File: src/rtl/mem_port_arbiter_pkg.sv
// Shared types and encodings for the memory-port arbiter.
package mem_arb_pkg;

  typedef enum logic [1:0] {
    IDLE = 2'd0,
    BUSY = 2'd1,
    DONE = 2'd2
  } state_t;

  // Requester index / owner encoding (also the bit position in 2-wide masks)
  localparam logic OWN_IF = 1'b0;
  localparam logic OWN_DM = 1'b1;

  localparam logic [1:0] SZ_BYTE = 2'b00;
  localparam logic [1:0] SZ_HALF = 2'b01;
  localparam logic [1:0] SZ_WORD = 2'b10;

  localparam int NUM_REQ = 2;

  // One-hot mask for an owner, bit 0 = fetch, bit 1 = data
  function automatic logic [NUM_REQ-1:0] own_mask(input logic own);
    return own ? 2'b10 : 2'b01;
  endfunction

endpackage

File: src/rtl/mem_port_arbiter_if.sv
// Requester and memory-side signals of the shared memory port.
// slave  : arbiter view
// master : environment view (requesters + memory)
interface mem_port_arbiter_if #(
  parameter int ADDR_W = 32,
  parameter int DATA_W = 32
);
  logic              if_req,    dm_req;
  logic              if_rw,     dm_rw;
  logic [1:0]        if_size,   dm_size;
  logic [ADDR_W-1:0] if_addr,   dm_addr;
  logic [DATA_W-1:0] if_wdata,  dm_wdata;
  logic              if_grant,  dm_grant;
  logic              if_done,   dm_done;
  logic              if_err,    dm_err;
  logic [DATA_W-1:0] rdata;
  logic              memEnable;
  logic              RW;
  logic [1:0]        mem_size;
  logic [ADDR_W-1:0] mem_addr;
  logic [DATA_W-1:0] mem_wdata;
  logic              MOC;
  logic [DATA_W-1:0] mem_rdata;

  modport slave (
    input  if_req, dm_req, if_rw, dm_rw, if_size, dm_size,
           if_addr, dm_addr, if_wdata, dm_wdata, MOC, mem_rdata,
    output if_grant, dm_grant, if_done, dm_done, if_err, dm_err,
           rdata, memEnable, RW, mem_size, mem_addr, mem_wdata
  );

  modport master (
    output if_req, dm_req, if_rw, dm_rw, if_size, dm_size,
           if_addr, dm_addr, if_wdata, dm_wdata, MOC, mem_rdata,
    input  if_grant, dm_grant, if_done, dm_done, if_err, dm_err,
           rdata, memEnable, RW, mem_size, mem_addr, mem_wdata
  );
endinterface

File: src/rtl/mem_port_arbiter_rr_picker.sv
// Combinational 2-way round-robin pick. excl masks out the current owner
// while in DONE so the other requester gets the back-to-back slot.
import mem_arb_pkg::*;

module mem_arb_rr_picker (
  input  logic [NUM_REQ-1:0] req,
  input  logic               last_own,
  input  logic [NUM_REQ-1:0] excl,
  output logic               valid,
  output logic               winner
);
  logic [NUM_REQ-1:0] eff;

  // Tie goes to whoever was not granted last; a lone request always wins
  always_comb begin
    eff    = req & ~excl;
    valid  = |eff;
    winner = (&eff) ? ~last_own : eff[OWN_DM];
  end
endmodule

File: src/rtl/mem_port_arbiter.sv
// Round-robin sequencer for the single memEnable/RW/MOC memory port shared
// by instruction fetch and data load/store.
// Optional watchdog: define MEM_ARB_TIMEOUT_EN to abort transfers that see
// no MOC within TIMEOUT BUSY cycles (done + err, read data forced to 0).
import mem_arb_pkg::*;

module mem_port_arbiter #(
  parameter int ADDR_W  = 32,
  parameter int DATA_W  = 32,
  parameter int TIMEOUT = 15
) (
  input logic               clk,
  input logic               reset,
  mem_port_arbiter_if.slave bus
);
  state_t                           state;
  logic                             owner;
  logic                             last_own;
  logic                             mem_en;
  logic                             rw_q;
  logic [1:0]                       size_q;
  logic [ADDR_W-1:0]                addr_q;
  logic [DATA_W-1:0]                wdata_q;
  logic [DATA_W-1:0]                rdata_q;
  logic [NUM_REQ-1:0]               grant_q;
  logic [NUM_REQ-1:0]               done_q;

  logic [NUM_REQ-1:0]               req;
  logic [NUM_REQ-1:0]               req_rw;
  logic [NUM_REQ-1:0][1:0]          req_size;
  logic [NUM_REQ-1:0][ADDR_W-1:0]   req_addr;
  logic [NUM_REQ-1:0][DATA_W-1:0]   req_wdata;
  logic [NUM_REQ-1:0]               excl;
  logic                             pick_vld;
  logic                             pick_win;

`ifdef MEM_ARB_TIMEOUT_EN
  localparam int CW = $clog2(TIMEOUT + 1);
  logic [CW-1:0]                    cnt;
  logic [NUM_REQ-1:0]               err_q;
`endif

  // Pack requester fields so the winner can be selected by index
  always_comb begin
    req       = {bus.dm_req,   bus.if_req};
    req_rw    = {bus.dm_rw,    bus.if_rw};
    req_size  = {bus.dm_size,  bus.if_size};
    req_addr  = {bus.dm_addr,  bus.if_addr};
    req_wdata = {bus.dm_wdata, bus.if_wdata};
    excl      = (state == DONE) ? own_mask(owner) : '0;
  end

  mem_arb_rr_picker u_pick (
    .req      (req),
    .last_own (last_own),
    .excl     (excl),
    .valid    (pick_vld),
    .winner   (pick_win)
  );

  // Port sequencer: IDLE -> BUSY (strobe until MOC) -> DONE (pulse) -> next
  always_ff @(posedge clk) begin
    if (!reset) begin
      state    <= IDLE;
      owner    <= OWN_IF;
      last_own <= OWN_DM;
      mem_en   <= 1'b0;
      rw_q     <= 1'b0;
      size_q   <= '0;
      addr_q   <= '0;
      wdata_q  <= '0;
      rdata_q  <= '0;
      grant_q  <= '0;
      done_q   <= '0;
`ifdef MEM_ARB_TIMEOUT_EN
      cnt      <= '0;
      err_q    <= '0;
`endif
    end else begin
      done_q <= '0;
`ifdef MEM_ARB_TIMEOUT_EN
      err_q  <= '0;
`endif
      case (state)
        IDLE, DONE: begin
          if (pick_vld) begin
            state    <= BUSY;
            owner    <= pick_win;
            last_own <= pick_win;
            mem_en   <= 1'b1;
            rw_q     <= req_rw[pick_win];
            size_q   <= req_size[pick_win];
            addr_q   <= req_addr[pick_win];
            wdata_q  <= req_wdata[pick_win];
            grant_q  <= own_mask(pick_win);
`ifdef MEM_ARB_TIMEOUT_EN
            cnt      <= '0;
`endif
          end else begin
            state   <= IDLE;
            grant_q <= '0;
          end
        end
        BUSY: begin
          if (bus.MOC) begin
            state  <= DONE;
            mem_en <= 1'b0;
            done_q <= own_mask(owner);
            if (!rw_q) rdata_q <= bus.mem_rdata;
          end
`ifdef MEM_ARB_TIMEOUT_EN
          // cnt holds completed MOC-less BUSY cycles; abort after TIMEOUT of them
          else if (cnt == CW'(TIMEOUT - 1)) begin
            state  <= DONE;
            mem_en <= 1'b0;
            done_q <= own_mask(owner);
            err_q  <= own_mask(owner);
            if (!rw_q) rdata_q <= '0;
          end else begin
            cnt <= cnt + 1'b1;
          end
`endif
        end
        default: state <= IDLE;
      endcase
    end
  end

  assign bus.memEnable = mem_en;
  assign bus.RW        = rw_q;
  assign bus.mem_size  = size_q;
  assign bus.mem_addr  = addr_q;
  assign bus.mem_wdata = wdata_q;
  assign bus.rdata     = rdata_q;
  assign bus.if_grant  = grant_q[OWN_IF];
  assign bus.dm_grant  = grant_q[OWN_DM];
  assign bus.if_done   = done_q[OWN_IF];
  assign bus.dm_done   = done_q[OWN_DM];
`ifdef MEM_ARB_TIMEOUT_EN
  assign bus.if_err    = err_q[OWN_IF];
  assign bus.dm_err    = err_q[OWN_DM];
`else
  assign bus.if_err    = 1'b0;
  assign bus.dm_err    = 1'b0;
`endif

endmodule

File: src/flat_wrapper.sv
// flat-port wrapper written by rule: the top's interface ports become plain ports
module mem_port_arbiter_flat 
#(
  parameter int ADDR_W  = 32,
  parameter int DATA_W  = 32,
  parameter int TIMEOUT = 15
)
  (clk, reset, bus_if_req, bus_dm_req, bus_if_rw, bus_dm_rw, bus_if_size, bus_dm_size, bus_if_addr, bus_dm_addr, bus_if_wdata, bus_dm_wdata, bus_MOC, bus_mem_rdata, bus_if_grant, bus_dm_grant, bus_if_done, bus_dm_done, bus_if_err, bus_dm_err, bus_rdata, bus_memEnable, bus_RW, bus_mem_size, bus_mem_addr, bus_mem_wdata);
  mem_port_arbiter_if #(.ADDR_W(ADDR_W), .DATA_W(DATA_W)) bus_i ();
  input logic clk;
  input logic reset;
  input wire logic [$bits(bus_i.if_req)-1:0] bus_if_req;
  input wire logic [$bits(bus_i.dm_req)-1:0] bus_dm_req;
  input wire logic [$bits(bus_i.if_rw)-1:0] bus_if_rw;
  input wire logic [$bits(bus_i.dm_rw)-1:0] bus_dm_rw;
  input wire logic [$bits(bus_i.if_size)-1:0] bus_if_size;
  input wire logic [$bits(bus_i.dm_size)-1:0] bus_dm_size;
  input wire logic [$bits(bus_i.if_addr)-1:0] bus_if_addr;
  input wire logic [$bits(bus_i.dm_addr)-1:0] bus_dm_addr;
  input wire logic [$bits(bus_i.if_wdata)-1:0] bus_if_wdata;
  input wire logic [$bits(bus_i.dm_wdata)-1:0] bus_dm_wdata;
  input wire logic [$bits(bus_i.MOC)-1:0] bus_MOC;
  input wire logic [$bits(bus_i.mem_rdata)-1:0] bus_mem_rdata;
  output wire logic [$bits(bus_i.if_grant)-1:0] bus_if_grant;
  output wire logic [$bits(bus_i.dm_grant)-1:0] bus_dm_grant;
  output wire logic [$bits(bus_i.if_done)-1:0] bus_if_done;
  output wire logic [$bits(bus_i.dm_done)-1:0] bus_dm_done;
  output wire logic [$bits(bus_i.if_err)-1:0] bus_if_err;
  output wire logic [$bits(bus_i.dm_err)-1:0] bus_dm_err;
  output wire logic [$bits(bus_i.rdata)-1:0] bus_rdata;
  output wire logic [$bits(bus_i.memEnable)-1:0] bus_memEnable;
  output wire logic [$bits(bus_i.RW)-1:0] bus_RW;
  output wire logic [$bits(bus_i.mem_size)-1:0] bus_mem_size;
  output wire logic [$bits(bus_i.mem_addr)-1:0] bus_mem_addr;
  output wire logic [$bits(bus_i.mem_wdata)-1:0] bus_mem_wdata;
  assign bus_i.if_req = bus_if_req;
  assign bus_i.dm_req = bus_dm_req;
  assign bus_i.if_rw = bus_if_rw;
  assign bus_i.dm_rw = bus_dm_rw;
  assign bus_i.if_size = bus_if_size;
  assign bus_i.dm_size = bus_dm_size;
  assign bus_i.if_addr = bus_if_addr;
  assign bus_i.dm_addr = bus_dm_addr;
  assign bus_i.if_wdata = bus_if_wdata;
  assign bus_i.dm_wdata = bus_dm_wdata;
  assign bus_i.MOC = bus_MOC;
  assign bus_i.mem_rdata = bus_mem_rdata;
  assign bus_if_grant = bus_i.if_grant;
  assign bus_dm_grant = bus_i.dm_grant;
  assign bus_if_done = bus_i.if_done;
  assign bus_dm_done = bus_i.dm_done;
  assign bus_if_err = bus_i.if_err;
  assign bus_dm_err = bus_i.dm_err;
  assign bus_rdata = bus_i.rdata;
  assign bus_memEnable = bus_i.memEnable;
  assign bus_RW = bus_i.RW;
  assign bus_mem_size = bus_i.mem_size;
  assign bus_mem_addr = bus_i.mem_addr;
  assign bus_mem_wdata = bus_i.mem_wdata;
  mem_port_arbiter #(.ADDR_W(ADDR_W), .DATA_W(DATA_W), .TIMEOUT(TIMEOUT)) u_core (.clk(clk), .reset(reset), .bus(bus_i));
endmodule
File: config.mk
export PLATFORM = sky130hd
export DESIGN_NAME = mem_port_arbiter_flat
export DESIGN_NICKNAME = d
export VERILOG_FILES = /design/src/rtl/mem_port_arbiter_pkg.sv /design/src/rtl/mem_port_arbiter_if.sv /design/src/rtl/mem_port_arbiter_rr_picker.sv /design/src/rtl/mem_port_arbiter.sv /design/src/flat_wrapper.sv
export SDC_FILE = /design/constraint.sdc
export NUM_CORES = 1
export LEC_CHECK = 0
export BUFFER_PORTS_ARGS = -buffer_cell sky130_fd_sc_hd__buf_2
export CORE_AREA = 2 2 108 110
export DETAILED_ROUTE_END_ITERATION = 7
export DIE_AREA = 0 0 110 112
export GPL_ROUTABILITY_DRIVEN = 0
export PLACE_DENSITY = 0.73
export SLEW_MARGIN = 0
export SYNTH_ARGS = -nofsm -noshare
export SYNTH_HDL_FRONTEND = slang
export SYNTH_SLANG_ARGS = --single-unit
File: constraint.sdc
create_clock -name clk -period 3.8 [get_ports clk]
set_clock_uncertainty 0.1 [all_clocks]
set_input_delay 0.19 -clock clk [delete_from_list [all_inputs] [get_ports clk]]
set_output_delay 0.19 -clock clk [all_outputs]
set_load 0.02 [all_outputs]
## After elaboration in Yosys (flattened, before gate mapping)

Index checks and enable logic that the tools add are counted.

- Bits in writable memories: 0
- Bits of input ports: 171
- Flip-flop bits (word level): 108
- Memories: 0
- Bits in read-only memories: 0
- Latch bits: 0

- Order comparisons: 1
- Divide/modulo/power cells: 0
- Add/subtract/negate cells: 0
- Bitwise operators: 4
- Mux-type cells: 19
- Shifts and indexed selects: 0
- $mul: 0
- Reductions and logical operators: 9
- Equality and inequality tests: 4

Operators by type and width:

| cell | number |
|---|---|
| two-way mux 32 bit | 4 |
| two-way mux 2 bit | 7 |
| AND reduction 3 bit | 3 |
| two-way mux 1 bit | 6 |
| one-hot mux 2 bit (2 select lines) | 1 |
| AND reduction 2 bit | 2 |
| OR reduction 2 bit | 2 |
| bitwise AND 2 bit | 1 |
| == test 2 x 1 -> 1 bit (second input constant) | 1 |
| == test 2 bit (second input constant) | 1 |
| zero test 2 bit | 1 |
| < comparator 1 x 2 -> 1 bit (second input constant) | 1 |
| inequality test 2 x 1 -> 1 bit (second input constant) | 1 |
| inequality test 2 bit (second input constant) | 1 |
| NOT 1 bit | 2 |
| NOT 2 bit | 1 |
| one-hot mux 1 bit (2 select lines) | 1 |
| nonzero test 2 bit | 1 |

## Logic depth before layout (Yosys ltp)

Gate-level depths: netlist of the first run.

- Depth in word-level cells: 8
- Mapped depth: 7

## By module

From an unflattened synthesis of the first run, not the netlist that was laid out.

- Cell total of the unflattened synthesis: 483
- Area, all modules: 4441.8 um^2

Modules (own cells, without submodules):

| module | times used | cells an instance | area an instance (um^2) |
|---|---|---|---|
| mem_port_arbiter | 1 | 478 | 4403.0 |
| mem_arb_rr_picker | 1 | 5 | 38.8 |

## Worst setup path after synthesis of the first run

No wires, ideal clock.

- Kind: reg-to-reg
- Start: register u_core.state[1]
- End: register u_core.addr_q[22], in the netlist u_core.bus.mem_addr[22]
- Path buffers: 3
- Path slack: 2.111 ns
- Data arrival time: 1.468 ns
- Library setup time: 0.122 ns
- Data required time: 3.578 ns
- Cell stages (with the launch flop): 7
- Cell sequence: dfxtp_1 buf_4 o2111ai_1 nor2_1 buf_2 buf_1 a221o_1

- Longest elaborated chain between the ends: 8

RTL lines:

| element | RTL line | RTL |
|---|---|---|
| start: declaration | mem_port_arbiter.sv:16 | `state_t state;` |
| start signal: assignment | mem_port_arbiter.sv:64 | `state <= IDLE;` |
| start signal: assignment | mem_port_arbiter.sv:87 | `state <= BUSY;` |
| start signal: assignment | mem_port_arbiter.sv:100 | `state <= IDLE;` |
| == test 2 bit | mem_port_arbiter.sv:50, mem_port_arbiter.sv:84 |  |
| two-way mux 2 bit | mem_port_arbiter.sv:50 | `excl = (state == DONE) ? own_mask(owner) : '0;` |
| NOT 2 bit | mem_port_arbiter_rr_picker.sv:16 | `eff = req & ~excl;` |
| bitwise AND 2 bit | mem_port_arbiter_rr_picker.sv:16 |  |
| AND reduction 2 bit | mem_port_arbiter_rr_picker.sv:18 | `winner = (&eff) ? ~last_own : eff[OWN_DM];` |
| two-way mux 1 bit | mem_port_arbiter_rr_picker.sv:18 |  |
| two-way mux 32 bit (not written as such) (2 in series) | mem_port_arbiter.sv:93 | `addr_q <= req_addr[pick_win];` |
| end signal: assignment | mem_port_arbiter.sv:93 |  |
| end: declaration | mem_port_arbiter.sv:22 | `logic [ADDR_W-1:0] addr_q;` |

Several ways; a longest one is shown, not always the timed one. The select of a mux whose other input is x is not followed.
A chain may end at the register's enable or synchronous reset.

## Worst setup path in the final report of the first run

- Start: register u_core.state[1]
- End: register u_core.addr_q[4], in the netlist u_core.bus.mem_addr[4]

The elaborated chain is that of the path after synthesis.

==> results.md, run 1 <==
- Outcome: finished clean
- Cell variety after synth: 29
- Initial DRT Pass Iterations: 5
- Mapped Area: 4123 um^2
- Later-pin clock latency in the skew report: 330 ps
- Clock Pin Slew Worst Setup and Hold Paths: 70 ps
- Fmax achieved: 0.3557 GHz
- Commonest non-fill, non-tap cell in the layout: buf_2
- Initial antenna violation count: 0
- WHS Path Cells: 3
- Reg2reg start: u_core.state[1]
- Yosys reg bits: 108
- PortBufs: 274
- Post-CTS setup buffer count: 0
- FILL cells: 836
- Final count of hold timing violations: 0
- Gr ovfl total: 0
- Gate power share: 0.243
- Seq pwr share: 0.435
- Layout Utilization: 0.6638
- Nets: 1002
- Pwr dens: 397.5 nW/um^2
- Clock power frac: 0.321
- Residual DRC: 0
- Tot GR Track Use: 0.2509
- Cell family with most CP delay: buffers and inverters
- Die Span X: 110 um
- ANT cells: 0
- Worst path cell trace: nor2_1 > a2111oi_2 > and2_2 > buf_4 > a221o_1 > dlygate4sd3_1
- Layout cells sized above 1: 0.3589
- TritonCTS Buffers: 9
- Max Slew Vio Count: 0
- Leading area contributor after synthesis: dfxtp_1
- Syn avg cell area: 9.839 um^2
- Worst-Margin Slew: 1193 ps
- Detailed-route wire length: 15990 um
- Cells after DPL: 801
- Type of the worst setup path: reg -> reg
- Internal Pwr Total: 0.002144 W
- Die span in y: 112 um
- Final min period: 2811 ps
- CTS resizes: 0
- Synth top area cells: dfxtp_1, a221o_1, and3_1, nand2_1, a21oi_1
- Starting Density: 0.3689
- WL/cell: 16.33 um
- CP endpoint kind: register
- Worst path arrival time: 2990 ps
- Max H-tree Level: 3
- Final worst slack: 988.7 ps
- Sink Count: 108
- Worst relative slew slack: 0.2036
- Crit-path max cell delay: 570 ps
- Clk buf depth: 2
- Antenna-violating nets left: 0
- Worst-path cell with the longest stage delay: dlygate4sd3_1
- CTS tree: done
- RSZ-0062 raised after global routing: no
- Ratio of final minimum period to clock period: 0.7398
- Synthesized instance count: 419
- Worst Path Buf+Inv: 2
- Setup_tns: 0 ps
- Area share of the largest cell type after synthesis: 0.5244
- NetSw: 0.0008041 W
- I/O Pins: 277
- Hold Path Class: in -> reg
- DP HPWL: 9186 um
- Start point of the worst hold path: bus_mem_rdata[3]
- R2R depth: 6
- R2r setup slk: 990 ps
- Setup violations, final: 0
- Post-route non-filler standard cell count: 979
- 1st-iter DRT viols: 354
- Reg2reg end: u_core.bus.mem_addr[4]
- Max Cap Viol: 0
- Ys Warns: 0
- Core Area: 11170 um^2
- Number of global-route vias before repair: 5119
- Worst path required time: 3980 ps
- Vias per cell: 5.121
- Post-synthesis sequential area ratio: 0.5244
- Most frequent cells in the layout: buf_2, dlygate4sd3_1, dfxtp_1
- Largest net degree at the start of global routing: 71
- Pleak: 3.878 nW
- First-pass GRT wire length: 24350 um
- Worst Setup Start Kind: register
- Die ar.: 12320 um^2
- Max FO, Critical Path: 27
- Max IR drop VDD: 0.2832 mV
- Pre-CTS setup slack: 1611 ps
- Worst Hold Path EP: u_core.bus.rdata[3]
- Syn-to-layout area delta: 79.91%
- Via count: 5013
- Row Count: 39
- Switching share of total power: 0.2727
- Root buf cell: clkbuf_16
cells by family after synthesis:
group                  synth area share
AOI/OAI and AO/OA                0.2212
buffers and inverters           0.06161
DFF                              0.5244
muxes                          0.004856
other                         0.0009096
and+or+nand+nor                  0.1870
worst max-delay path by stage:
stage	from	endpoint	slack, ps	cells past startpoint
final	u_core.state[1]	u_core.bus.mem_addr[4]	990	6
after global routing	u_core.state[1]	u_core.bus.mem_addr[4]	860	6
after CTS	u_core.state[1]	u_core.bus.mem_wdata[14]	1060	6
after detailed placement	u_core.state[1]	u_core.bus.mem_addr[31]	1610	5
after global placement	u_core.state[1]	u_core.bus.mem_wdata[14]	1700	5
after floorplan	u_core.state[1]	u_core.bus.mem_addr[22]	2110	6
final cells by class:
class                      count  area [um^2]  area share
sequential                   108         2162      0.2915
inverter                       3        11.26    0.001518
clock inverter                 3        45.04    0.006073
tap                          143        178.9     0.02412
multi-input combinational    267         1722      0.2321
clock buffer                  13        260.3     0.03509
timing repair buffer         442         3038      0.4096
metal layers:
metal	vias up	track usage	share of wire
met2	252	0.4466	0.51
met5	-	0	0
met3	51	0.06206	0.077
li1	2368	-	-
met4	0	0.1105	0.035
met1	2342	0.2764	0.38
synthesized netlist by cell type, drive strengths merged:
cell and n:
o21ai 1, a221o 66, inv 3, nor3 1
a21oi 38, o211ai 1, a211oi 1, nand3 1
mux2i 2, or3 1, buf 23, and2 1
nor2 6, dfxtp 108, nor2b 2, nand3b 2
nand2b 1, conb 1, nand2 70, and3b 1
o2111ai 1, clkbuf 19, and3 67, a2111oi 1
a211o 1
per-stage QoR:
step | area (um^2) | hold slack, ps | power, W
final | 7417 | 17.71 | 0.002949
after global routing | 7417 | 2.678 | 0.003074
after CTS | 7417 | 6.575 | 0.002950
after detailed placement | 5490 | 316.3 | 0.001828
after global placement | 5490 | 312.4 | 0.001816
after floorplan | 4126 | 226.0 | 0.001616
timing repair:
action / in CTS / in global routing
hold buffers: 162 / 0
endpoints found under the setup margin: 0 / 0
endpoints found under the hold margin: 97 / 0
flip-flops by register name (all words and copies together) (netlist names):
| signal | cells |
|---|---|
| u_core.bus.mem_wdata | 32 |
| u_core.bus.memEnable | 1 |
| u_core.state | 2 |
| u_core.grant_q | 2 |
| u_core.done_q | 2 |
| u_core.last_own | 1 |
| u_core.bus.rdata | 32 |
| u_core.bus.mem_size | 2 |
| u_core.owner | 1 |
| u_core.bus.mem_addr | 32 |
| u_core.bus.RW | 1 |
worst reg2reg max path, delay by kind of cell (launching register included):
| family | cells | cell delay [ps] |
|---|---|---|
| buffers and inverters | 2 | 950 |
| and+or+nand+nor | 2 | 550 |
| AOI/OAI and AO/OA | 2 | 640 |
| DFF | 1 | 520 |
power groups by stage:
stage / logic [W] / clock network, W / registers [W]
final: 0.000717 / 0.000948 / 0.00128
after global routing: 0.000765 / 0.00102 / 0.00129
after CTS: 0.000700 / 0.000971 / 0.00128
after detailed placement: 0.000526 / 0 / 0.00130
after global placement: 0.000515 / 0 / 0.00130
after floorplan: 0.000205 / 0 / 0.00141
(Power assumes the default switching activity.)
==> run 2: changes to the inputs <==
--- a/config.mk
+++ b/config.mk
@@ -5,12 +5,13 @@
 export SDC_FILE = /design/constraint.sdc
 export NUM_CORES = 1
 export LEC_CHECK = 0
+export ABC_AREA = 1
 export BUFFER_PORTS_ARGS = -buffer_cell sky130_fd_sc_hd__buf_2
-export CORE_AREA = 2 2 108 110
+export CORE_AREA = 2 2 107 109
 export DETAILED_ROUTE_END_ITERATION = 7
-export DIE_AREA = 0 0 110 112
+export DIE_AREA = 0 0 109 111
 export GPL_ROUTABILITY_DRIVEN = 0
-export PLACE_DENSITY = 0.73
+export PLACE_DENSITY = 0.8
 export SLEW_MARGIN = 0
 export SYNTH_ARGS = -nofsm -noshare
 export SYNTH_HDL_FRONTEND = slang
==> constraint.sdc (replaced) <==
create_clock -name clk -period 2.9 [get_ports clk]
set_clock_uncertainty 0.1 [all_clocks]
set_input_delay 0.145 -clock clk [delete_from_list [all_inputs] [get_ports clk]]
set_output_delay 0.145 -clock clk [all_outputs]
set_load 0.02 [all_outputs]
==> results.md, run 2 <==
- Outcome: finished clean (unchanged)
- Synth cell count leaders: nand2_1, dfxtp_1, a21oi_1 (was dfxtp_1, nand2_1, a221o_1, and3_1, a21oi_1)
- Residual DRC: 0 (unchanged)
- Pwr Total: 0.003798 W (was 0.002949 W)
- Synth top area cells: dfxtp_1, nand2_1, a21oi_1, nand3_1, nor2_1 (was dfxtp_1, a221o_1, and3_1, nand2_1, a21oi_1)
- TritonCTS Buffers: 9 (unchanged)
- Max H-tree Level: 3 (unchanged)
- Post-synth ARST share: 0 (unchanged)
- Vias per cell: 4.889 (was 5.121)
- Initial DRT Pass Iterations: 7 (was 5)
- Area of placed instances: 6081 um^2 (was 5490 um^2)
- CP endpoint kind: register (unchanged)
- Yosys reg bits: 108 (unchanged)
- Crit path from: u_core.state[0] (was u_core.state[1])
- Antenna-violating nets left: 0 (unchanged)
- Root buf cell: clkbuf_16 (unchanged)
- Die Span X: 109 um (was 110 um)
- Mapped Area: 4706 um^2 (was 4123 um^2)
- Initial antenna violation count: 0 (unchanged)
- Setup violations, final: 0 (unchanged)
- Number of synthesized flops with an enable pin: 0 (unchanged)
- Layout Utilization: 0.6062 (was 0.6638)
- Syn-to-layout area delta: 42.70% (was 79.91%)
- Core Area: 11080 um^2 (was 11170 um^2)
- ANT cells: 0 (unchanged)
- Critical path's most frequent cell: nand2_1
- Final count of hold timing violations: 0 (unchanged)
- Prevailing post-synth register cell: dfxtp_1 (unchanged)
- Max FO, Critical Path: 68 (was 27)
- Die ar.: 12100 um^2 (was 12320 um^2)
- Via count: 5471 (was 5013)
- Later-pin clock latency in the skew report: 350 ps (was 330 ps)
- Crit-path max cell delay: 570 ps (about the same)
- Most numerous cell in the Yosys netlist: nand2_1 (was dfxtp_1)
- Layout cells sized above 1: 0.3176 (was 0.3589)
- Max Slew Vio Count: 0 (unchanged)
- Final min period: 1970 ps (was 2811 ps)
- Tot GR Track Use: 0.2343 (was 0.2509)
- CTS resizes: 0 (unchanged)
- Most frequent cells in the layout: nand2_1, buf_2, dfxtp_1 (was buf_2, dlygate4sd3_1, dfxtp_1)
- Start point of the worst hold path: bus_if_wdata[30] (was bus_mem_rdata[3])
- Worst path required time: 3080 ps (was 3980 ps)
- Worst-Margin Slew: 722.0 ps (was 1193 ps)
- Pleak: 3.520 nW (was 3.878 nW)
- RSZ-0062 raised after global routing: no (unchanged)
- Pwr dens: 565.6 nW/um^2 (was 397.5 nW/um^2)
- Largest net degree at the start of global routing: 69 (was 71)
- Setup_tns: 0 ps (unchanged)
- R2R depth: 9 (was 6)
- Nets: 1142 (was 1002)
- DP HPWL: 9806 um (was 9186 um)
- Worst Setup Start Kind: register (unchanged)
- Row Count: 39 (unchanged)
- Worst setup path end: u_core.bus.mem_wdata[2] (was u_core.bus.mem_addr[4])
- Max IR drop VDD: 0.3819 mV (was 0.2832 mV)
- Worst path arrival time: 2150 ps (was 2990 ps)
- Post-route non-filler standard cell count: 1119 (was 979)
- Area share of the largest cell type after synthesis: 0.4595 (was 0.5244)
- Syn avg cell area: 6.761 um^2 (was 9.839 um^2)
- I/O Pins: 277 (unchanged)
- Sink Count: 108 (unchanged)
- Worst relative slew slack: 0.5187 (was 0.2036)
- Worst path cell trace: inv_2 > nand3_2 > nand2_2 > clkinv_2 > buf_4 > nand3_1 > nand2_1 > nand2_1 > a21oi_1 (was nor2_1 > a2111oi_2 > and2_2 > buf_4 > a221o_1 > dlygate4sd3_1)
- WL/cell: 13.19 um (was 16.33 um)
- Commonest non-fill, non-tap cell in the layout: nand2_1 (was buf_2)
- Gr ovfl total: 0 (unchanged)
- 1st-iter DRT viols: 322 (was 354)
- Detailed-route wire length: 14760 um (was 15990 um)
- Cell variety after synth: 20 (was 29)
- Max Cap Viol: 0 (unchanged)
- Finished Cell Area: 6715 um^2 (was 7417 um^2)
- Synthesized instance count: 696 (was 419)
- Clock Pin Slew Worst Setup and Hold Paths: 80 ps (was 70 ps)
- CTS tree: done (unchanged)
- Fmax achieved: 0.5075 GHz (was 0.3557 GHz)
- Clk buf depth: 2 (unchanged)
- Ys Warns: 0 (unchanged)
- PortBufs: 274 (unchanged)
- Post-synthesis sequential area ratio: 0.4595 (was 0.5244)
- First-pass GRT wire length: 22910 um (was 24350 um)
- Die span in y: 111 um (was 112 um)
- Starting Density: 0.4248 (was 0.3689)
- Reg2reg end: u_core.bus.mem_wdata[2] (was u_core.bus.mem_addr[4])
- R2r setup slk: 930 ps (was 990 ps)
- Number of global-route vias before repair: 5027 (was 5119)
- Type of the worst setup path: reg -> reg (unchanged)
- Ratio of final minimum period to clock period: 0.6794 (was 0.7398)
- FILL cells: 1053 (was 836)
- Hold Path Class: in -> reg (unchanged)
- Leading area contributor after synthesis: dfxtp_1 (unchanged)
- Cells after DPL: 1070 (was 801)
- Worst-path cell with the longest stage delay: buf_4 (was dlygate4sd3_1)
- Reg2reg start: u_core.state[0] (was u_core.state[1])
## run 2: area by class of cell
cell class,count,area (um^2),share of cell area
clock buffer,9,225.2,0.03354
clock inverter,7,78.83,0.01174
inverter,8,31.28,0.004658
multi-input combinational,527,2237,0.3331
sequential,108,2162,0.3220
tap,143,178.9,0.02664
timing repair buffer,317,1802,0.2683
## run 2: cell families after synthesis
group | after synthesis | share of synthesized area
flops | 108 | 0.4595
simple gates | 420 | 0.3597
compound gates | 105 | 0.1141
buf+inv | 62 | 0.06594
other cells | 1 | 0.0007969
## run 2: per-layer routing
layer | global-route usage | up-vias | wire length, um
li1 | - | 2774 | -
met1 | 0.2594 | 2435 | 5855
met2 | 0.4157 | 221 | 7187
met3 | 0.06467 | 41 | 1210
met4 | 0.09316 | 0 | 507
met5 | 0 | - | 0
## run 2: how the worst min path moves through the flow
stage,to,slack [ps],cells past startpoint
2_1_floorplan,u_core.bus.rdata[5],180,2
3_3_place_gp,u_core.bus.rdata[16],290,3
3_5_place_dp,u_core.bus.rdata[13],300,3
4_1_cts,u_core.bus.mem_wdata[30],10,5
5_1_grt,u_core.bus.mem_wdata[24],30,5
6_report,u_core.bus.mem_wdata[30],20,5
## run 2: power breakdown
part | internal (W) | switching, W
Clock | 0.000614 | 0.000613
Combinational | 0.000343 | 0.000562
Sequential | 0.00161 | 0.0000608
## run 2: timing repair
action / in CTS / in global routing
setup buffers: 0 / 0
hold buffers: 33 / 0
endpoints found under the hold margin: 33 / 0
## run 2: critical path, delay by kind of cell (launching register included)
kind	cells	cell delay (ps)
AO/OA/AOI/OAI	1	150
buffers and inverters	3	720
flip-flops	1	430
AND/OR/NAND/NOR	5	460
## run 2: per-stage QoR
step | hold WS (ps) | worst slack [ps]
2_1_floorplan | 180.7 | 1442
3_3_place_gp | 293.4 | 997.9
3_5_place_dp | 299.1 | 950.1
4_1_cts | 11.70 | 924.1
5_1_grt | 31.47 | 725.6
6_report | 20.48 | 929.7
